==> src/rtl/uart_arb_pkg.sv <==
// Shared types and constants for the UART transmit arbiter.
// Optional message lock: define UART_ARB_LOCK_EN.
package uart_arb_pkg;

    typedef enum logic [1:0] {
        IDLE,
        STROBE,
        GUARD,
        WAIT
    } arb_state_t;

    localparam logic [7:0] EOM_DEFAULT = 8'h0A;
    localparam int         GCW         = 4;

endpackage

==> src/rtl/rr_picker.sv <==
// Combinational round-robin selector: search starts one past `last`.
// Returns the one-hot winner, its index and whether any request was seen.
module rr_picker #(
    parameter int NREQ = 4,
    parameter int IW   = (NREQ > 1) ? $clog2(NREQ) : 1
) (
    input  logic [NREQ-1:0] req,
    input  logic [IW-1:0]   last,
    output logic [NREQ-1:0] win,
    output logic [IW-1:0]   win_idx,
    output logic            found
);

    logic [IW-1:0] j;

    always_comb begin
        win     = '0;
        win_idx = '0;
        found   = 1'b0;
        j       = '0;
        for (int k = 1; k <= NREQ; k++) begin
            j = IW'((int'(last) + k) % NREQ);
            if (!found && req[j]) begin
                found   = 1'b1;
                win[j]  = 1'b1;
                win_idx = j;
            end
        end
    end

endmodule

==> src/rtl/uart_tx_arbiter.sv <==
// Round-robin sharing of one UART strobe port among NREQ byte producers.
// Define UART_ARB_LOCK_EN to hold the port for a requester until it sends EOM.
module uart_tx_arbiter #(
    parameter int         NREQ  = 4,
    parameter int         GUARD = 2,
    parameter logic [7:0] EOM   = uart_arb_pkg::EOM_DEFAULT
) (
    input  logic              clk,
    input  logic              reset_n,
    input  logic [NREQ-1:0]   req_valid,
    input  logic [NREQ*8-1:0] req_data,
    output logic [NREQ-1:0]   req_ready,
    output logic [NREQ-1:0]   grant,
    output logic [7:0]        txdata,
    output logic              txclk,
    input  logic              txready,
    output logic              busy
);

    import uart_arb_pkg::*;

    localparam int IW = $clog2(NREQ);

    arb_state_t      state;
    arb_state_t      state_n;
    logic [GCW-1:0]  cnt;
    logic [IW-1:0]   last;
    logic [IW-1:0]   win_idx;
    logic [NREQ-1:0] req_eff;
    logic [NREQ-1:0] win;
    logic            found;
    logic            accept;
    logic [7:0]      sel_byte;

    rr_picker #(
        .NREQ (NREQ),
        .IW   (IW)
    ) u_pick (
        .req     (req_eff),
        .last    (last),
        .win     (win),
        .win_idx (win_idx),
        .found   (found)
    );

    assign sel_byte = req_data[{win_idx, 3'b000} +: 8];
    assign txclk    = (state == STROBE);
    assign busy     = (state != IDLE);

`ifdef UART_ARB_LOCK_EN
    logic          locked;
    logic [IW-1:0] lock_idx;

    always_ff @(posedge clk) begin
        if (!reset_n) begin
            locked   <= 1'b0;
            lock_idx <= '0;
        end else if (accept) begin
            locked   <= (sel_byte != EOM);
            lock_idx <= win_idx;
        end
    end

    // While locked only the owner is visible to the picker.
    always_comb begin
        req_eff = req_valid;
        if (locked) begin
            req_eff           = '0;
            req_eff[lock_idx] = req_valid[lock_idx];
        end
    end
`else
    logic unused_eom;

    assign req_eff    = req_valid;
    assign unused_eom = (sel_byte == EOM);
`endif

    always_comb begin
        state_n   = state;
        accept    = 1'b0;
        req_ready = '0;
        unique case (state)
            IDLE: begin
                if (reset_n && txready && found) begin
                    accept    = 1'b1;
                    req_ready = win;
                    state_n   = STROBE;
                end
            end
            STROBE: state_n = uart_arb_pkg::GUARD;
            uart_arb_pkg::GUARD: begin
                if (cnt <= GCW'(1)) state_n = WAIT;
            end
            WAIT: begin
                if (txready) state_n = IDLE;
            end
            default: state_n = IDLE;
        endcase
    end

    always_ff @(posedge clk) begin
        if (!reset_n) begin
            state  <= IDLE;
            cnt    <= '0;
            txdata <= '0;
            grant  <= '0;
            last   <= IW'(NREQ - 1);
        end else begin
            state <= state_n;
            if (accept) begin
                txdata <= sel_byte;
                grant  <= win;
                last   <= win_idx;
            end else if (state == WAIT && txready) begin
                grant <= '0;
            end
            // txready is blind for GUARD cycles after each strobe
            if (state == STROBE) begin
                cnt <= GCW'(GUARD);
            end else if (state == uart_arb_pkg::GUARD) begin
                cnt <= cnt - 1'b1;
            end
        end
    end

endmodule

==> config.mk <==
export PLATFORM = sky130hd
export DESIGN_NAME = uart_tx_arbiter
export DESIGN_NICKNAME = d
export VERILOG_FILES = /design/src/rtl/uart_arb_pkg.sv /design/src/rtl/rr_picker.sv /design/src/rtl/uart_tx_arbiter.sv
export SDC_FILE = /design/constraint.sdc
export NUM_CORES = 1
export LEC_CHECK = 0
export BUFFER_PORTS_ARGS = -buffer_cell sky130_fd_sc_hd__buf_2
export CORE_MARGIN = 2
export CORE_UTILIZATION = 25
export CTS_CLUSTER_DIAMETER = 60
export DETAILED_ROUTE_END_ITERATION = 8
export PLACE_DENSITY_LB_ADDON = 0.15
export REMOVE_ABC_BUFFERS = 1
export SLEW_MARGIN = 20
export SYNTH_ARGS = -nofsm -noshare
export SYNTH_HDL_FRONTEND = slang
export SYNTH_SLANG_ARGS = --single-unit
==> constraint.sdc <==
create_clock -name clk -period 3.27 [get_ports clk]
set_input_delay 0.1635 -clock clk [delete_from_list [all_inputs] [get_ports clk]]
set_output_delay 0.1635 -clock clk [all_outputs]
set_load 0.03 [all_outputs]
==> results_dict.tcl, run 1 <==
set metrics [dict create \
    required_ps 3110 \
    drive_gt1_share_pct 30.8 \
    hpwl_um 3720 \
    worstSetupPathType "reg2out" \
    dr.first_iter.drc_count 107 \
    grt_max_degree 25 \
    cts.sinks 20 \
    std_cell_rows 31 \
    coreArea_mm2 0.00718 \
    area_growth_pct 21.6 \
    ir_drop_mv 0.297 \
    power_frac_comb_pct 66.8 \
    synth_common_cells "28 x nor2_1, 20 x dfxtp_1, 18 x mux2i_1" \
    postRouteAntennaNets 0 \
    vias_per_cell 4.94 \
    max_freq_ghz 0.346 \
    avgSynthCellArea_um2 8.68 \
    drt-total-wl_um 4930 \
    crit_arrival_ps 2730 \
    rsz0062_at_grt "no" \
    cts_tree "done" \
    timing.final.ws_setup_ps 380 \
    ys.flop_type "dfxtp_1" \
    dieWidth_um 89.6 \
    internal_power_uw 836 \
    clk_path_buf_depth 2 \
    finalSetupTns_ps 0 \
    firstDrtPassIters 4 \
    routed-wl-met2_um 2320 \
    numPortBuffers 56 \
    clk_pin_slew_ps 70 \
    start_util_pct 25.5 \
    synth-edff-count 0 \
    outcome "complete, no violations" \
    cellLeakagePower_uw 0.00101 \
    dr.max_layer_used "met4" \
    end_kind "output port" \
    synth_top_cell_by_area "dfxtp_1" \
    die-height_um 89.6 \
    clock_tree.root_cell "clkbuf_8" \
    period_needed_ps 2890 \
    hold_viol_final 0 \
    switchingPower_uw 785 \
    cp_max_fo 11 \
    grt_usage_pct 12.4 \
    drc 0 \
    fin_crit_sh_pct 88.4 \
    antenna_found_initial 0 \
    diodes 0 \
    async_flop_share_pct 0 \
    worstSetupStartpointType "register" \
    swShare_pct 48.4 \
    cap_violations 0 \
    synth_cell_types 48 \
    gp_congestion 0.719 \
    ys_warn_count 0 \
    slew_violations 0 \
    ys_seq_area_share_pct 21.9 \
    relSlewSlack_pct 60.5 \
    critPathSlowestCell "ha_1" \
    dp_slack_ps 441 \
    cts_resized 0 \
    seqPwrFrac_pct 23.1 \
    grt_pass1_vias 1641 \
    holdBufCountCts 0 \
    synth_area_mm2 0.00183 \
    crit_chain "inv_1, ha_1, buf_4, mux4_2, nor2b_1, buf_4, a22oi_1, nor2_1, a221oi_1, nor2_1, buf_2" \
    powerDensity_mw_per_mm2 729 \
    overflow 0 \
    wl_met1_um 2320 \
    worst_slew_pin_slew_ps 590 \
    yosysTopAreaCellShare_pct 21.9 \
    syn_inst 211 \
    vias 1787 \
    clk_latency_ps 260 \
    power_frac_clock_pct 10.1 \
    wl_per_cell_um 13.6 \
    design.die.area_mm2 0.00802 \
    io_pins 57 \
    min_path_type "in2reg" \
    setup_viol 0 \
    nNetsFinal 318 \
    cts_setup_buffers 0 \
    fin_worst_skew_ps 2.81 \
    synth_most_common_cell "nor2_1" \
    netlist_top_cells_area "dfxtp_1 22%, mux2i_1 9.8%, ha_1 9.6%" \
    ys_seq_elements 20 \
    grt_pass1_wl_um 7890 \
    dr_wl_met3_um 277 \
    slowest_delay_ps 360 \
    htreeDepth 1 \
    numCtsBuffers 3 \
]
## power by group through the flow
stage | clock network, uW | logic, uW | registers (uW)
2_1_floorplan | 0 | 684 | 501
3_3_place_gp | 0 | 1100 | 381
3_5_place_dp | 0 | 1090 | 379
4_1_cts | 173 | 1090 | 374
5_1_grt | 181 | 1200 | 386
6_report | 164 | 1080 | 374
## cells by family after synthesis
logic type      count (synthesis)  share of synthesized area [%]
compound gates                 67                           27.7
simple gates                   56                           14.8
mux                            26                           16.7
buf+inv                        24                           7.45
flops                          20                           21.9
fa+ha+maj                      14                           9.57
xor+xnor                        4                           1.91
## critical path: cells and delay by family (launching register included)
family                   cells  cell delay, ps
AO/OA/AOI/OAI                2             410
buffers and inverters        4             690
adder cells (fa/ha/maj)      1             360
flip-flops                   1             340
AND/OR/NAND/NOR              3             340
multiplexers                 1             330
## final timing paths
check,slack (ps),cells after the start,endpoint,start
worst max-delay path,380,11,req_ready[3],last[1]$_SDFFE_PN1P_
worst min-delay path,250,3,txdata[3]$_SDFFE_PN0P_,req_data[11]
worst max register to register,440,8,txdata[5]$_SDFFE_PN0P_,last[1]$_SDFFE_PN1P_
worst min register to register,470,1,grant[3]$_SDFFE_PN0P_,grant[3]$_SDFFE_PN0P_
## per-layer routing
metal  vias to the layer above  global-route usage, %
li1                        896                      -
met3                         2                   3.38
met1                       836                   17.2
met5                         -                      0
met4                         0                   1.22
met2                        53                   20.0
## sequential cells by signal, summed over array words and instances (netlist names)
signal and flops:
txdata 8, cnt 4, grant 4, last 2, state 2
## per-stage QoR
step	hold slack [ps]	utilization (%)	power (uW)	instance area [um^2]	instances
after global placement	453	30.4	1480	2180	359
final	252	31.0	1620	2230	362
after floorplan	225	-	1180	1740	198
after detailed placement	461	30.4	1470	2180	359
after CTS	246	31.0	1640	2230	362
after global routing	267	31.0	1760	2230	362
## cells in the final DEF, fill, tap and decap left out, types with 3 or more instances in the layout
master | synthesis | final
buf_2 | 6 | 56
nor2_1 | 28 | 28
dfxtp_1 | 20 | 20
mux2i_1 | 18 | 18
a21oi_1 | 16 | 16
a221oi_1 | 14 | 14
ha_1 | 14 | 14
inv_1 | 10 | 10
nand2_1 | 8 | 8
buf_4 | 0 | 6
nor2b_1 | 5 | 5
o21ai_0 | 5 | 5
or3_1 | 4 | 4
mux2_2 | 4 | 4
a22oi_1 | 4 | 4
a31o_1 | 4 | 4
o221ai_1 | 3 | 3
o21ai_1 | 3 | 3
xnor2_1 | 3 | 3
clkbuf_8 | 0 | 3
## layout make-up
| cell class | instances | area [um^2] |
|---|---|---|
| Tap cell | 99 | 124 |
| Fill cell | 772 | 4950 |
| Multi-Input combinational cell | 167 | 1290 |
| Clock buffer | 3 | 41.3 |
| Inverter | 11 | 41.3 |
| Sequential cell | 20 | 400 |
| Timing Repair Buffer | 62 | 325 |
(Power assumes the default switching activity.)
==> inputs of run 2 (changes only) <==
--- a/config.mk
+++ b/config.mk
@@ -5,11 +5,11 @@
 export SDC_FILE = /design/constraint.sdc
 export NUM_CORES = 1
 export LEC_CHECK = 0
-export BUFFER_PORTS_ARGS = -buffer_cell sky130_fd_sc_hd__buf_2
 export CORE_MARGIN = 2
 export CORE_UTILIZATION = 25
 export CTS_CLUSTER_DIAMETER = 60
 export DETAILED_ROUTE_END_ITERATION = 8
+export DONT_BUFFER_PORTS = 1
 export PLACE_DENSITY_LB_ADDON = 0.15
 export REMOVE_ABC_BUFFERS = 1
 export SLEW_MARGIN = 20
==> run 2 against run 1 <==
Effect of this change:
- register-to-register slack improved by 100 ps
- combinational power decreased by 17%
- power decreased by 4.2%
- via count decreased by 9.1%
- cell area decreased by 9.8%
- critical path type unchanged
- count of clock-buffer cells in the layout unchanged
- cell count decreased by 13%
- core utilization decreased by 3.0 points
- first-iteration DRC count decreased by 50%
- wire length decreased by 1.9%
- critical path depth decreased by 2
==> results_dict.tcl, run 2 (same netlist as run 1, synthesis figures left out) <==
set metrics [dict create \
    relSlewSlack_pct 60.3 \
    met3_usage_pct 3.75 \
    fin_worst_skew_ps 1.77 \
    std_cell_rows 31 \
    swShare_pct 48.9 \
    dr.first_iter.drc_count 53 \
    slowest_delay_ps 660 \
    cts_resized 0 \
    start_util_pct 25.5 \
    firstDrtPassIters 4 \
    drive_gt1_share_pct 14.9 \
    internal_power_uw 794 \
    antenna_found_initial 0 \
    end_kind "output port" \
    final_common_cell "nor2_1" \
    timing.final.ws_setup_ps 358 \
    outcome "complete, no violations" \
    clock_tree.root_cell "clkbuf_8" \
    largest_reg_flops 8 \
    die-height_um 89.6 \
    powerDensity_mw_per_mm2 774 \
    cap_violations 0 \
    fin_crit_sh_pct 89.1 \
    diodes 0 \
    switchingPower_uw 759 \
    clk_pin_slew_ps 80 \
    design.die.area_mm2 0.00802 \
    hold_viol_final 0 \
    dieWidth_um 89.6 \
    wl_per_cell_um 15.4 \
    clk_path_buf_depth 2 \
    gp_congestion 0.783 \
    hpwl_um 3590 \
    worstSetupPathType "reg2out" \
    fillers 776 \
    required_ps 3110 \
    numPortBuffers 0 \
    seqPwrFrac_pct 31.5 \
    postRouteAntennaNets 0 \
    nNetsFinal 270 \
    cts.sinks 20 \
    post-route-util_pct 28.0 \
    cellLeakagePower_uw 0.000815 \
    grt_usage_pct 12.0 \
    power_frac_clock_pct 10.7 \
    drt-total-wl_um 4840 \
    numCtsBuffers 3 \
    dpl_cell_area_mm2 0.00196 \
    crit_chain "buf_4, mux4_2, nor2b_1, buf_4, a22oi_1, nor2_1, a221oi_1, nor2_1, buf_4" \
    vias 1624 \
    slew_violations 0 \
    power_frac_comb_pct 57.8 \
    largest_registers "txdata x8, cnt x4, grant x4" \
    grt_max_degree 25 \
    clk_latency_ps 260 \
    rsz0062_at_grt "no" \
    area.sequential_um2 400 \
    worst_path_most_repeated_cell "buf_4" \
    worst_hold_slack_ps 41.5 \
    critPathSlowestCell "mux4_2" \
    grt-busiest-layer "met2" \
    ir_drop_mv 0.264 \
    met1_usage_pct 16.5 \
    grt_pass1_vias 1473 \
    max_freq_ghz 0.343 \
    min_path_type "in2reg" \
    area_growth_pct 9.71 \
    io_pins 57 \
    drc 0 \
    worst_slew_pin_slew_ps 595 \
    multiInputGateArea_mm2 0.00129 \
    power.total_uw 1550 \
    coreArea_mm2 0.00718 \
    cts_tree "done" \
    grt_pass1_wl_um 7580 \
    cts_setup_buffers 0 \
    crit_arrival_ps 2750 \
    final_cell_mix "28 x nor2_1, 20 x dfxtp_1, 18 x mux2i_1" \
    design_area_mm2 0.00201 \
    htreeDepth 1 \
    worstSetupStartpointType "register" \
    holdBufCountCts 1 \
    overflow 0 \
    period_needed_ps 2910 \
    vias_per_cell 5.17 \
    largest-register "txdata" \
    cp_max_fo 24 \
    grt_util_met2_pct 19.4 \
    setup_viol 0 \
    dp_slack_ps 546 \
]
==> run 2: cell count changes in the layout (fill, tap and decap cells not counted), sizes merged <==
cell         change
buf             -49
dlygate4sd3      +1
==> run 2: critical path: cells and delay by family (launching register included) <==
family,cells,cell delay [ps]
flip-flops,1,350
multiplexers,1,660
AO/OA/AOI/OAI,2,130
buffers and inverters,3,720
AND/OR/NAND/NOR,3,610
==> run 2: stage by stage <==
step / TNS [ps] / cells
finish: 0 / 314
global route: 0 / 314
CTS: 0 / 314
detailed placement: 0 / 310
global placement: 0 / 310
floorplan: -523 / 198
==> run 2: layer usage <==
layer  part of all wire [%]  vias to the layer above
met5                      0                        -
met3                    6.8                        2
met1                     46                      763
li1                       -                      806
met4                   0.45                        0
met2                     46                       53
==> run 2: final timing paths <==
kind	start	endpoint	slack, ps	cells after the start
setup / recovery	last[0]$_SDFFE_PN1P_	req_ready[0]	360	9
hold / removal	reset_n	cnt[1]$_SDFFE_PN0P_	40	2
setup reg to reg	last[0]$_SDFFE_PN1P_	txdata[5]$_SDFFE_PN0P_	540	9
hold reg to reg	cnt[3]$_SDFFE_PP0P_	cnt[3]$_SDFFE_PP0P_	540	2
==> run 2: power by group through the flow <==
| stage | sequential [uW] | combinational [uW] | clock [uW] |
|---|---|---|---|
| after CTS | 490 | 906 | 173 |
| final | 489 | 898 | 166 |
| after detailed placement | 495 | 904 | 0 |
| after global routing | 501 | 1000 | 183 |
| after floorplan | 501 | 684 | 0 |
| after global placement | 497 | 905 | 0 |
==> run 2: final cells by class <==
| cell class | instances | share of cell area (%) |
|---|---|---|
| Clock buffer | 3 | 2.06 |
| Inverter | 11 | 2.06 |
| Multi-Input combinational cell | 167 | 64.4 |
| Sequential cell | 20 | 19.9 |
| Tap cell | 99 | 6.17 |
| Timing Repair Buffer | 14 | 5.36 |
==> inputs of run 3 (changes only) <==
--- a/config.mk
+++ b/config.mk
@@ -15,4 +15,5 @@
 export SLEW_MARGIN = 20
 export SYNTH_ARGS = -nofsm -noshare
 export SYNTH_HDL_FRONTEND = slang
+export SYNTH_HIERARCHICAL = 1
 export SYNTH_SLANG_ARGS = --single-unit
==> run 3 against run 2 <==
Effect of this change:
- register-to-register slack got worse by 30 ps
- count of clock-buffer cells in the layout did not move
- worst hold slack got worse by 12 ps
- via count fell by 20%
- sequential cell count did not move
- clock power rose by 51%
- fmax rose by 4.2%
- clock skew rose by 2.4 ps
- highest routed layer is now met5
==> results_dict.tcl, run 3 <==
set metrics [dict create \
    wl_per_cell_um 15.7 \
    hold_viol_final 0 \
    rr_worst_depth 9 \
    hold_end "state[0]$_SDFFE_PN0P_" \
    slew_violations 0 \
    path_delay_family "adder cells" \
    cts.sinks 20 \
    final_cell_mix "34 x nand2_1, 20 x dfxtp_1, 14 x ha_1" \
    htreeDepth 1 \
    overflow 0 \
    largest_registers "txdata x8, cnt x4, grant x4" \
    diodes 0 \
    synth_top_cell_by_area "dfxtp_1" \
    async_flop_share_pct 0 \
    worst_slew_pin_slew_ps 402 \
    ys_seq_elements 20 \
    crit_arrival_ps 2630 \
    design_area_mm2 0.00172 \
    cts_tree "done" \
    clock_tree.root_cell "clkbuf_8" \
    rsz0062_at_grt "no" \
    synth_simple_gate_area_share_pct 18.1 \
    netlist_top_cells_area "dfxtp_1 25%, mux4_2 13%, ha_1 11%" \
    ys_seq_area_share_pct 24.7 \
    power_frac_clock_pct 19.2 \
    synth-xor-area-share_pct 1.62 \
    period_needed_ps 2790 \
    dpl_cell_area_mm2 0.00164 \
    end_kind "output port" \
    antenna_found_initial 1 \
    io_pins 57 \
    synth-edff-count 0 \
    coreArea_mm2 0.00631 \
    clk_latency_ps 260 \
    drive_gt1_share_pct 13.6 \
    area_growth_pct 6.19 \
    syn_inst 179 \
    grt_pass1_wl_um 6290 \
    vias_per_cell 5.16 \
    clk_path_buf_depth 2 \
    synth_most_common_cell "nand2_1" \
    powerDensity_mw_per_mm2 757 \
    dieWidth_um 84.4 \
    cap_violations 0 \
    postRouteAntennaNets 0 \
    area.sequential_um2 400 \
    worstSetupPathType "reg2out" \
    grt_pass1_vias 1221 \
    start_util_pct 25.6 \
    outcome "complete, no violations" \
    synth_mux_area_share_pct 17.0 \
    ys.flop_type "dfxtp_1" \
    design.die.area_mm2 0.00713 \
    synth_compound_area_share_pct 19.6 \
    numPortBuffers 0 \
    finalSetupTns_ps 0 \
    cellLeakagePower_uw 0.000644 \
    switchingPower_uw 556 \
    clk_pin_slew_ps 80 \
    ys_warn_count 6 \
    synth_common_cells "34 x nand2_1, 20 x dfxtp_1, 14 x ha_1" \
    multiInputGateArea_mm2 0.00109 \
    path_buf_inv 1 \
    gp_congestion 0.910 \
    seqPwrFrac_pct 34.5 \
    setup_viol 0 \
    grt_usage_pct 10.8 \
    max_freq_ghz 0.358 \
    numCtsBuffers 3 \
    synthAdderAreaFrac_pct 10.8 \
    fin_crit_sh_pct 85.4 \
    avgSynthCellArea_um2 9.04 \
    min_path_type "in2reg" \
    drt-total-wl_um 3970 \
    nNetsFinal 230 \
    crit_chain "inv_1, ha_1, mux2i_4, o21ai_1, a221o_1, and2_1" \
    ff2ff_setup_slack_ps 510 \
    final_common_cell "nand2_1" \
    dr.first_iter.drc_count 52 \
    cp_max_fo 11 \
    relSlewSlack_pct 72.4 \
    yosysTopAreaCellShare_pct 24.7 \
    internal_power_uw 745 \
    r2r-end "txdata[7]$_SDFFE_PN0P_" \
    largest-register "txdata" \
    die-height_um 84.4 \
    slowest_delay_ps 560 \
    vias 1306 \
    worstSetupStartpointType "register" \
    fillers 684 \
    firstDrtPassIters 4 \
    drc 0 \
    required_ps 3110 \
    min-delay-start "reset_n" \
    synth_top_family_by_area "compound AO/OA/AOI/OAI gates" \
    grt_max_degree 24 \
    ir_drop_mv 0.434 \
    std_cell_rows 29 \
    timing.rr.start "last[0]$_SDFFE_PN1P_" \
    critPathSlowestCell "ha_1" \
    swShare_pct 42.7 \
    power_frac_comb_pct 46.4 \
    synth_cell_types 44 \
    hpwl_um 3120 \
    largest_reg_flops 8 \
    hold_depth 1 \
    fin_worst_skew_ps 4.21 \
    synth_area_mm2 0.00162 \
]
## run 3: per-stage QoR
step | hold slack [ps] | std cells | power [uW] | setup WS, ps | util [%]
final | 29.2 | 253 | 1300 | 476 | 27.2
after global routing | 11.6 | 253 | 1390 | 305 | 27.2
after CTS | 22.5 | 253 | 1310 | 469 | 27.2
after detailed placement | 233 | 248 | 1060 | 536 | 25.9
after global placement | 231 | 248 | 1040 | 544 | 25.9
after floorplan | 225 | 169 | 938 | 453 | -
## run 3: cell families (layout without fill, tap and decap cells)
logic type | Yosys count | count (layout)
buf+inv | 20 | 17
fa+ha+maj | 14 | 14
compound gates | 44 | 44
xor+xnor | 3 | 3
simple gates | 63 | 63
mux | 15 | 15
flops | 20 | 20
## run 3: final cells by class
cell class | instances | area share, %
multi-input combinational | 139 | 63.3
sequential | 20 | 23.3
clock buffer | 3 | 2.40
tap | 77 | 5.61
clock inverter | 1 | 1.75
inverter | 10 | 2.18
timing repair buffer | 3 | 1.46
## run 3: routing by layer
layer	routed length, um	track usage (%)	vias up
met5	13	0	-
met4	80	3.90	2
met3	247	2.36	13
met2	2010	18.8	58
met1	1620	13.3	611
li1	-	-	622
## run 3: worst max-delay path by stage
| stage | depth (start not counted) | startpoint | end | slack, ps |
|---|---|---|---|---|
| 6_report | 6 | last[1]$_SDFFE_PN1P_ | req_ready[3] | 480 |
| 5_1_grt | 7 | last[1]$_SDFFE_PN1P_ | req_ready[3] | 310 |
| 4_1_cts | 7 | last[1]$_SDFFE_PN1P_ | req_ready[1] | 470 |
| 3_5_place_dp | 9 | last[0]$_SDFFE_PN1P_ | txdata[7]$_SDFFE_PN0P_ | 540 |
| 3_3_place_gp | 9 | last[0]$_SDFFE_PN1P_ | txdata[4]$_SDFFE_PN0P_ | 540 |
| 2_1_floorplan | 8 | last[0]$_SDFFE_PN1P_ | txdata[0]$_SDFFE_PN0P_ | 450 |
## run 3: power groups by stage
stage                     registers, uW  logic (uW)  clock network (uW)
after floorplan                     437         501                   0
after global placement              452         589                   0
after detailed placement            456         600                   0
after CTS                           449         606                 259
after global routing                460         663                 272
final                               448         603                 250
## run 3: worst register-to-register path: cells and delay by family, from the launching register on
kind	cells	cell delay, ps
AOI/OAI and AO/OA	3	390
muxes	2	1200
and+or+nand+nor	3	250
buffers and inverters	1	210
DFF	1	590
## run 3: what timing repair did
item | in CTS | in global routing
hold buffers | 1 | 0
buffers inserted | 0 | 0
resized for setup | 0 | 0
hold endpoints to repair | 2 | 0
